===== src/rtl/mult_arbiter_pkg.sv =====
// Shared types and widths for the multiplier-sharing arbiter.
package mult_arbiter_pkg;

    typedef enum logic [1:0] {
        ST_IDLE   = 2'd0,
        ST_LAUNCH = 2'd1,
        ST_WAIT   = 2'd2,
        ST_RESP   = 2'd3
    } state_t;

    localparam int TIMEOUT_DEFAULT = 255;
    localparam int OP_W            = 16;
    localparam int PROD_W          = 32;
    localparam int CNT_W           = 8;

endpackage


===== src/rtl/mult_arbiter_rr_arbiter.sv =====
// Combinational round-robin pick: first asserted request at or after ptr, wrapping.
module rr_arbiter #(
    parameter  int N_REQ = 2,
    localparam int IDX_W = $clog2(N_REQ)
) (
    input  logic [N_REQ-1:0] req,
    input  logic [IDX_W-1:0] ptr,
    output logic [N_REQ-1:0] gnt,
    output logic [IDX_W-1:0] gnt_idx
);

    logic [IDX_W-1:0] slot;
    logic             found;

    always_comb begin
        gnt     = '0;
        gnt_idx = '0;
        found   = 1'b0;
        slot    = '0;
        for (int i = 0; i < N_REQ; i++) begin
            slot = IDX_W'((int'(ptr) + i) % N_REQ);
            if (!found && req[slot]) begin
                found     = 1'b1;
                gnt[slot] = 1'b1;
                gnt_idx   = slot;
            end
        end
    end

endmodule


===== src/rtl/mult_arbiter.sv =====
// Shares one external mult_32 between N_REQ requesters: round-robin grant,
// operand latch, init pulse, bounded wait for done, one-cycle ack.
//
//  state     | meaning
//  ST_IDLE   | no job; grant sampled here, winner's operands latched
//  ST_LAUNCH | m_init high for this single cycle, timeout counter loaded
//  ST_WAIT   | waiting for m_done (ignored in first cycle) or timeout
//  ST_RESP   | ack to owner, rr pointer moves past owner
module mult_arbiter
    import mult_arbiter_pkg::*;
#(
    parameter int N_REQ   = 2,
    parameter int TIMEOUT = TIMEOUT_DEFAULT
) (
    input  logic                  clk,
    input  logic                  rst,
    input  logic [N_REQ-1:0]      req,
    input  logic [OP_W*N_REQ-1:0] op_a,
    input  logic [OP_W*N_REQ-1:0] op_b,
    output logic [N_REQ-1:0]      ack,
    output logic [PROD_W-1:0]     result,
    output logic                  err,
    output logic                  busy,
    output logic [OP_W-1:0]       m_A,
    output logic [OP_W-1:0]       m_B,
    output logic                  m_init,
    input  logic [PROD_W-1:0]     m_pp,
    input  logic                  m_done
);

    localparam int               IDX_W    = $clog2(N_REQ);
    localparam logic [CNT_W-1:0] TMO_LOAD = CNT_W'(TIMEOUT);

    state_t           state, state_nxt;
    logic [N_REQ-1:0] gnt;
    logic [IDX_W-1:0] gnt_idx, owner, ptr;
    logic [OP_W-1:0]  op_a_sel, op_b_sel;
    logic [CNT_W-1:0] tmo_cnt;
    logic             first_wait, done_hit, tmo_hit;

    rr_arbiter #(.N_REQ(N_REQ)) u_rr (
        .req     (req),
        .ptr     (ptr),
        .gnt     (gnt),
        .gnt_idx (gnt_idx)
    );

    always_comb begin
        op_a_sel = '0;
        op_b_sel = '0;
        for (int i = 0; i < N_REQ; i++) begin
            if (gnt_idx == IDX_W'(i)) begin
                op_a_sel = op_a[i*OP_W +: OP_W];
                op_b_sel = op_b[i*OP_W +: OP_W];
            end
        end
    end

    // Down-counter: equals TIMEOUT in the first WAIT cycle, reaches 1 in the TIMEOUT-th.
    assign first_wait = (tmo_cnt == TMO_LOAD);
    assign done_hit   = (state == ST_WAIT) && m_done && !first_wait;
    assign tmo_hit    = (state == ST_WAIT) && (tmo_cnt <= CNT_W'(1));

    always_comb begin
        state_nxt = state;
        ack       = '0;
        case (state)
            ST_IDLE:   if (|gnt) state_nxt = ST_LAUNCH;
            ST_LAUNCH: state_nxt = ST_WAIT;
            ST_WAIT:   if (done_hit || tmo_hit) state_nxt = ST_RESP;
            ST_RESP: begin
                ack[owner] = 1'b1;
                state_nxt  = ST_IDLE;
            end
            default:   state_nxt = ST_IDLE;
        endcase
    end

    assign m_init = (state == ST_LAUNCH);
    assign busy   = (state != ST_IDLE);

    always_ff @(posedge clk or negedge rst) begin
        if (!rst) begin
            state   <= ST_IDLE;
            owner   <= '0;
            ptr     <= '0;
            tmo_cnt <= '0;
            m_A     <= '0;
            m_B     <= '0;
            result  <= '0;
            err     <= 1'b0;
        end else begin
            state <= state_nxt;
            case (state)
                ST_IDLE: begin
                    if (|gnt) begin
                        owner <= gnt_idx;
                        m_A   <= op_a_sel;
                        m_B   <= op_b_sel;
                    end
                end
                ST_LAUNCH: tmo_cnt <= TMO_LOAD;
                ST_WAIT: begin
                    if (tmo_cnt != '0) tmo_cnt <= tmo_cnt - CNT_W'(1);
                    // done has priority over a timeout landing in the same cycle
                    if (done_hit) begin
                        result <= m_pp;
                        err    <= 1'b0;
                    end else if (tmo_hit) begin
                        result <= '0;
                        err    <= 1'b1;
                    end
                end
                ST_RESP: ptr <= (int'(owner) == N_REQ - 1) ? '0 : owner + IDX_W'(1);
                default: ;
            endcase
        end
    end

endmodule


===== config.mk =====
export PLATFORM = sky130hd
export DESIGN_NAME = mult_arbiter
export DESIGN_NICKNAME = d
export VERILOG_FILES = /design/src/rtl/mult_arbiter_pkg.sv /design/src/rtl/mult_arbiter_rr_arbiter.sv /design/src/rtl/mult_arbiter.sv
export SDC_FILE = /design/constraint.sdc
export NUM_CORES = 1
export LEC_CHECK = 0
export CAP_MARGIN = 20
export CORE_MARGIN = 8
export CORE_UTILIZATION = 35
export CTS_BUF_LIST = sky130_fd_sc_hd__clkbuf_8
export DETAILED_ROUTE_END_ITERATION = 10
export DONT_BUFFER_PORTS = 1
export GPL_ROUTABILITY_DRIVEN = 0
export PLACE_DENSITY = 0.56
export SLEW_MARGIN = 0
export SYNTH_ARGS = -nofsm -noshare
export SYNTH_HDL_FRONTEND = slang
export SYNTH_SLANG_ARGS = --single-unit

===== constraint.sdc =====
create_clock -name clk -period 5.3 [get_ports clk]
set_input_delay 0.265 -clock clk [delete_from_list [all_inputs] [get_ports clk]]
set_output_delay 0.265 -clock clk [all_outputs]
set_load 0.005 [all_outputs]

# == Word level (Yosys, flattened, before mapping) ==
# Index checks and enable logic that the tools add are counted.
# word_totals
out_inout_bits,69
reg_bits,77
# op_classes
n_mux,28
n_addsub,3
n_lt_le_gt_ge,7
reduce_logical,20
n_bitwise,1
eq_ne,7
# op_table
cell,count
32-bit 2-to-1 mux,2
16-bit 2-to-1 mux,2
8-bit case mux with 2 select lines,1
1-bit 2-to-1 mux,13
2-bit 2-to-1 mux,5
8-bit == test (second input constant),1
8-bit by 1-bit <= comparator with 1-bit output (second input constant),1
8-bit 2-to-1 mux,1
2-bit case mux with 4 select lines,1
2-bit AND reduction,4
8-bit nonzero test,1
8-bit by 1-bit subtractor with 8-bit output (second input constant),1
1-bit logical AND,7
1-bit by 2-bit less-than comparator with 1-bit output (second input constant),3
2-bit nonzero test,3
2-bit == test (second input constant),2
2-bit by 1-bit inequality test with 1-bit output (second input constant),2
1-bit demux with 1-bit select,3
1-bit >= comparator (second input constant),3
1-bit adder (second input constant),2
2-bit by 1-bit == test with 1-bit output (second input constant),1
1-bit logical NOT,2
2-bit logical NOT,1
2-bit inequality test (second input constant),1
other kinds (3),3

# == Logic depth before layout (Yosys ltp) ==
# Gate-level depths: netlist of run 1.
# logic_depth
ltp_word,10
ltp_mapped,7
ltp_nobuf,6

# == Cells and area by module ==
# Synthesis of run 1 repeated with hierarchy kept, for this count alone.
# hier_totals
cells_unflattened,298
hier_area_um2,3442.1
# by_module_without_submodules
mod,cells_each,area_per_inst_um2,instances
mult_arbiter,294,3412.0,1
rr_arbiter,4,30.0,1

# == Worst setup path after synthesis of run 1 ==
# Ideal clock, no wire load.
# synth_path
kind,reg2reg
start,reg tmo_cnt[0]
end,reg tmo_cnt[5]
path_stages_with_launch,7
path_buffers,0
t_arrival_ns,1.878
setup_time_ns,0.132
period_less_slack_ns,2.010
setup_slack_ns,3.290
cell_sequence,dfrtp_1 -> inv_1 -> ha_1 -> or3b_2 -> or3_4 -> nand3_2 -> or3b_1
# synth_via
elab_chain_cells,3
# synth_rtl
item,line,rtl
from (decl),mult_arbiter.sv:38,logic [CNT_W-1:0] tmo_cnt;
from (signal assigned),mult_arbiter.sv:104,if (tmo_cnt != '0) tmo_cnt <= tmo_cnt - CNT_W'(1);
8-bit by 1-bit subtractor with 8-bit output or 8-bit nonzero test (tied branches),mult_arbiter.sv:104,
8-bit 2-to-1 mux or 2-bit by 1-bit inequality test with 1-bit output (tied branches),n/a,
8-bit case mux with 2 select lines or 2-bit AND reduction (tied branches),n/a,
# Parallel ways exist; a longest one is shown, timed or not. The select of a mux whose other input is x is not followed.
# A chain may end at the register's enable or synchronous reset.

# == Final worst setup path of run 1 ==
# Same ends and word-level chain as after synthesis.

==> results.yml, run 1 <==
run_status:
  status: "finished clean"
routing:
  avgViaCountPerCell: 5.21
  ant_nets_after_route: 0
  route.vias.total: 2263
  totalWireLength_um: 8650
  drt_drc_violations_left: 0
  dr.first_iter.drc_count: 139
  routed_wire_length_per_instance_um: 19.9
  dr.pass1.iters: 4
logic_synthesis:
  synth_ff_type: "sky130_fd_sc_hd__dfrtp_1"
  synthesis.area_mm2: 0.00341
  synth_sequential_area_ratio: 0.565
  postSynth.asyncResetShare: 1.00
  synth_enable_flop_cells: 0
  syn_nets: 407
  netlist_top_cells_area: "sky130_fd_sc_hd__dfrtp_1 57%, sky130_fd_sc_hd__mux2i_1 10%, sky130_fd_sc_hd__a22o_1 8.2%, sky130_fd_sc_hd__o21ai_0 5.9%, sky130_fd_sc_hd__nand2_1 3.7%"
  synth-warning-count: 0
  synth_largest_area_cell: "sky130_fd_sc_hd__dfrtp_1"
  ys_types: 37
  synth_area_per_cell_um2: 11.5
  post_synthesis_cells: 297
  ys_seq_elements: 77
  synth_top_area_share: 0.565
timing:
  minimum_period_implied_by_the_final_worst_setup_slack_ns: 2.16
  timing.final.hold_violations: 0
  rsz0062_at_grt: "false"
  setup_tns_ns: 0
  worst_pin_slew_ns: 0.525
  setup_viol: 0
  ratio_of_final_minimum_period_to_clock_period: 0.407
  timing.clock.skew_ns: 0.0196
  slew_headroom: 0.650
  slew_viol_final: 0
  achievable-frequency_mhz: 464
floorplanning:
  die_x_um: 115
  die_h_um: 115
  initial_utilization: 0.355
  area_of_the_core_region_mm2: 0.00959
  fp-row-count: 36
  design.portCount: 170
  fp.dieArea_mm2: 0.0132
finish:
  multi_input_gate_area_mm2: 0.00140
  layout-drive-gt1-share: 0.106
  num-nets-final: 406
  final_design_area_no_fill_mm2: 0.00379
  antenna_cells: 0
  fin_cells: 434
  sequential_cell_area_mm2: 0.00193
  flow.area_growth_from_synthesis_pct: 11.2
  filler_instances: 949
critical_path:
  crit_path_max_fanout: 8
  worst-endpoint-required_ns: 5.52
  worst_r2r_endpoint: "tmo_cnt[5]$_DFFE_PN0P_"
  r2r-start: "tmo_cnt[0]$_DFFE_PN0P_"
  timing.critical_path.slowest_cell_delay_ns: 0.50
  crit_start: "tmo_cnt[0]$_DFFE_PN0P_"
  buffering_stage_count_on_the_worst_path_with_inverters_included: 1
  crit_path_start_kind: "flip-flop"
  r2r_cells: 6
  cp.depth: 6
  cpMaxStageDelayCell: "sky130_fd_sc_hd__or3b_2"
  ff2ff_setup_slack_ns: 3.14
  crit_family: "simple AND/OR/NAND/NOR gates"
  critPathArrivalTime_ns: 2.37
  critPathKind: "flip-flop to flip-flop"
  timing.critical_path.to_type: "flip-flop"
  timing.critical_path.cells: "inv_1, ha_1, or3b_2, or3_4, nand3_2, or3b_1"
  cp-endpoint: "tmo_cnt[5]$_DFFE_PN0P_"
global_route:
  grt_max_degree: 78
  grt-busiest-layer: "met2"
  wire_length_of_the_first_global_routing_pass_um: 13500
  grt.met1_usage: 0.148
  antenna_found_initial: 0
  met3_usage: 0.0701
  first_global_vias: 2466
  grt-ovfl-total: 0
  met2_usage: 0.208
  groute.usage.overall: 0.131
clock_tree:
  clock_tree.root_cell: "sky130_fd_sc_hd__clkbuf_8"
  maximum_number_of_buffers_from_clock_root_to_sink: 2
  clkLatencyLatePin_ns: 0.35
  cts_tree: "yes"
  numCtsBuffers: 9
  cts.htree.levels: 3
  path_clk_slew_ns: 0.10
  tritoncts_num_sinks: 77
  cts_resized: 0
placed_design:
  portBuffers: 0
  dp_hpwl_um: 6310
  postPlaceCellArea_mm2: 0.00354
  dp.cells: 415
min_path:
  min-delay-path-class: "primary input to flip-flop"
pwr:
  max-vdd-ir-drop_mv: 0.223
  pwr_density_cell_mw_per_mm2: 570
  power_leakage_uw: 0.00179
run:
  max_cap_violations: 0
## timing repair
action / CTS / global route
endpoints found under the hold margin: 77 / 0
hold buffers: 2 / 0
setup buffers: 0 / 0
## metrics by stage
| step | setup slack, ns | total power (uW) | util | hold slack [ns] |
|---|---|---|---|---|
| after floorplan | 3.29 | 1550 | - | -0.0306 |
| after global placement | 2.79 | 1720 | 0.369 | -0.0244 |
| after detailed placement | 2.66 | 1750 | 0.369 | -0.0245 |
| after CTS | 2.66 | 2190 | 0.392 | 0.0264 |
| after global routing | 3.02 | 2340 | 0.395 | 0.0144 |
| final | 3.14 | 2160 | 0.395 | 0.0467 |
## Yosys cell counts, types with 2 or more instances
cell,number
sky130_fd_sc_hd__clkbuf_1,11
sky130_fd_sc_hd__nand4_1,2
sky130_fd_sc_hd__buf_2,6
sky130_fd_sc_hd__ha_1,9
sky130_fd_sc_hd__nor2_1,10
sky130_fd_sc_hd__nor4_1,2
sky130_fd_sc_hd__mux2i_1,34
sky130_fd_sc_hd__nand3_1,2
sky130_fd_sc_hd__nand2_1,34
sky130_fd_sc_hd__o21a_1,2
sky130_fd_sc_hd__nor2b_1,2
sky130_fd_sc_hd__dfrtp_1,77
sky130_fd_sc_hd__a21oi_1,3
sky130_fd_sc_hd__o21ai_1,2
sky130_fd_sc_hd__nor3_1,2
sky130_fd_sc_hd__inv_1,8
sky130_fd_sc_hd__o21ai_0,40
sky130_fd_sc_hd__a22o_1,32
## worst min-delay path by stage
| stage | startpoint | end | cells after the start | slack [ns] |
|---|---|---|---|---|
| 4_1_cts | m_pp[16] | result[16]$_DFFE_PN0P_ | 1 | 0.03 |
| 2_1_floorplan | rst | err$_DFFE_PN0P_ | 0 | -0.03 |
| 3_5_place_dp | rst | m_A[10]$_DFFE_PN0P_ | 0 | -0.02 |
| 5_1_grt | m_pp[16] | result[16]$_DFFE_PN0P_ | 1 | 0.01 |
| 3_3_place_gp | rst | m_A[12]$_DFFE_PN0P_ | 0 | -0.02 |
| 6_report | m_pp[16] | result[16]$_DFFE_PN0P_ | 1 | 0.05 |
## metal layers
layer	wire [um]	vias up
met5	0	-
li1	-	1065
met1	3440	1095
met4	84	0
met2	4210	97
met3	912	6
## sequential cells by signal, indices dropped and copies added, names as in the netlist
signal	flops
result	32
m_A	16
m_B	16
tmo_cnt	8
state	2
err	1
owner	1
ptr	1
## cell families after synthesis
family | count (synthesis) | share of synthesized area
AOI/OAI and AO/OA | 86 | 0.171
adders and majority gates | 9 | 0.0330
buffers and inverters | 26 | 0.0319
DFF | 77 | 0.565
muxes | 35 | 0.103
and+or+nand+nor | 64 | 0.0951
## placed cells by master (no fill, tap or decap), types with 3 or more instances in the layout
master,n
sky130_fd_sc_hd__dfrtp_1,77
sky130_fd_sc_hd__o21ai_0,39
sky130_fd_sc_hd__mux2i_1,34
sky130_fd_sc_hd__nand2_1,34
sky130_fd_sc_hd__a22o_1,32
sky130_fd_sc_hd__nor2_1,10
sky130_fd_sc_hd__ha_1,9
sky130_fd_sc_hd__clkbuf_8,9
sky130_fd_sc_hd__inv_1,8
sky130_fd_sc_hd__a21oi_1,3
sky130_fd_sc_hd__buf_4,3
## area by class of cell
cell class,count,area share
clock inverters,7,0.0145
flip-flops and latches,77,0.509
clock buffers,9,0.0327
multi-input cells,194,0.369
repair buffers,6,0.0231
well taps,133,0.0439
inverters,8,0.00793
## report_power, final
| part | switching [uW] | leakage [uW] | internal, uW |
|---|---|---|---|
| Sequential | 244 | 0.000935 | 854 |
| Clock | 237 | 0.0000919 | 176 |
| Combinational | 357 | 0.000763 | 294 |
No activity file was read; power rests on OpenSTA's default activity.
==> run 2: changes to the inputs <==
Settings changed: PLACE_DENSITY 0.56 to 0.58.
Clock period 5.3 ns to 1.9 ns, I/O delays scaled along.
==> results.yml, run 2 (synthesis results as in run 1) <==
clock_tree:
  cts_tree: "yes"
  maximum_number_of_buffers_from_clock_root_to_sink: 2
  path_clk_slew_ns: 0.08
  tritoncts_num_sinks: 77
  clkLatencyLatePin_ns: 0.35
  numCtsBuffers: 9
  cts.htree.levels: 3
  clock_tree.root_cell: "sky130_fd_sc_hd__clkbuf_8"
placed_design:
  dp_hpwl_um: 6520
  dp.cells: 441
  portBuffers: 0
timing:
  timing.clock.skew_ns: 0.0103
  timing.final.hold_violations: 0
  ratio_of_final_minimum_period_to_clock_period: 0.995
  setup_tns_ns: 0
  fin_hold_ws_ns: 0.0808
  slew_viol_final: 0
  achievable-frequency_mhz: 529
  slew_headroom: 0.626
  setup_viol: 0
  minimum_period_implied_by_the_final_worst_setup_slack_ns: 1.89
  worst_pin_slew_ns: 0.558
  rsz0062_at_grt: "true"
finish:
  num-nets-final: 532
  largest_reg_flops: 32
  largest_registers: "result (32), m_A (16), m_B (16)"
  filler_instances: 796
  fin_cells: 560
  antenna_cells: 0
  layout.cells.most_common_list: "99 x sky130_fd_sc_hd__dlygate4sd3_1, 77 x sky130_fd_sc_hd__dfrtp_1, 38 x sky130_fd_sc_hd__o21ai_0"
  final_core_utilization: 0.528
  regMostFlops: "result"
  flow.area_growth_from_synthesis_pct: 48.6
  layout.cells.most_common: "sky130_fd_sc_hd__dlygate4sd3_1"
  layout-drive-gt1-share: 0.155
floorplanning:
  area_of_the_core_region_mm2: 0.00959
  fp-row-count: 36
  initial_utilization: 0.355
  die_h_um: 115
  design.portCount: 170
  fp.dieArea_mm2: 0.0132
  die_x_um: 115
critical_path:
  worst-endpoint-required_ns: 2.13
  crit_path_max_fanout: 2
  crit_path_start_kind: "flip-flop"
  critPathKind: "flip-flop to flip-flop"
  critPathArrivalTime_ns: 2.12
  timing.critical_path.to_type: "flip-flop"
global_route:
  groute.usage.overall: 0.161
  wire_length_of_the_first_global_routing_pass_um: 16700
  grt_max_degree: 78
  grt-ovfl-total: 0
  first_global_vias: 3121
  antenna_found_initial: 0
routing:
  totalWireLength_um: 10400
  drt_drc_violations_left: 0
  dr.pass1.iters: 4
  route.vias.total: 2796
  routed_wire_length_per_instance_um: 18.7
  ant_nets_after_route: 0
  avgViaCountPerCell: 4.99
  dr.first_iter.drc_count: 170
run:
  max_cap_violations: 0
pwr:
  max-vdd-ir-drop_mv: 0.522
  power_leakage_uw: 0.00236
  pwr_density_cell_mw_per_mm2: 1340
run_status:
  status: "finished clean"
min_path:
  min-delay-path-class: "primary input to flip-flop"
==> run 2: changes by cell type in the layout (fill, tap and decap cells not counted), sizes merged <==
cell         delta
dlygate4sd3    +98
buf            +28
inv             -2
bufinv          +1
clkbuf          +1
==> run 2: repair_timing <==
action,4_1_cts,5_1_grt
pin swaps,0,1
hold buffers,100,0
gates resized for setup,3,6
setup buffers,3,0
endpoints found under the hold margin,143,0
endpoints found under the setup margin,4,27
==> run 2: report_power, final <==
part           internal [uW]  total [uW]  switching, uW  leakage (uW)
registers               2380        3050            665      0.000935
clock network            654        1290            641      0.000104
logic                   1240        2450           1210       0.00132
==> run 2: final timing paths <==
check	from	slack (ns)	cells after the start	end
min in group asynchronous	rst	0.28	2	result[19]$_DFFE_PN0P_
min	req[0]	0.08	3	owner$_DFFE_PN0P_
max in group asynchronous	rst	1.30	2	m_A[8]$_DFFE_PN0P_
max	tmo_cnt[1]$_DFFE_PN0P_	0.009	6	tmo_cnt[5]$_DFFE_PN0P_
max reg2reg	tmo_cnt[1]$_DFFE_PN0P_	0.009	6	tmo_cnt[5]$_DFFE_PN0P_
min reg2reg	owner$_DFFE_PN0P_	0.52	2	owner$_DFFE_PN0P_
==> run 2: metal layers <==
metal | track usage | share of wire | vias to the layer above
met1 | 0.187 | 0.38 | 1344
met2 | 0.263 | 0.51 | 121
met3 | 0.0633 | 0.091 | 17
met5 | 0 | 0 | -
met4 | 0.0603 | 0.020 | 0
li1 | - | - | 1314
==> run 2: cell type report <==
cell class | instances | area [um2] | area share
multi-input cells | 194 | 1440 | 0.284
well taps | 133 | 166 | 0.0328
inverters | 8 | 30.0 | 0.00593
flip-flops and latches | 77 | 1930 | 0.380
clock buffers | 10 | 138 | 0.0272
repair buffers | 132 | 1300 | 0.256
clock inverters | 6 | 71.3 | 0.0141
==> run 2: per-stage QoR <==
step	total power (uW)	instance area (um2)	setup slack (ns)
after floorplan	4310	3410	-0.0130
after global placement	5120	3780	0.0311
after detailed placement	5200	3780	-0.0111
after CTS	6780	5040	0.00556
after global routing	7320	5070	-0.0550
final	6790	5070	0.00880
==> run 2: critical path: stages, from the launching register on <==
cell and delay [ns]:
sky130_fd_sc_hd__dfrtp_1 0.38, sky130_fd_sc_hd__inv_1 0.12, sky130_fd_sc_hd__ha_4 0.16, sky130_fd_sc_hd__or3b_4 0.37
sky130_fd_sc_hd__or3_4 0.34, sky130_fd_sc_hd__nand3_2 0.07, sky130_fd_sc_hd__or3b_1 0.34
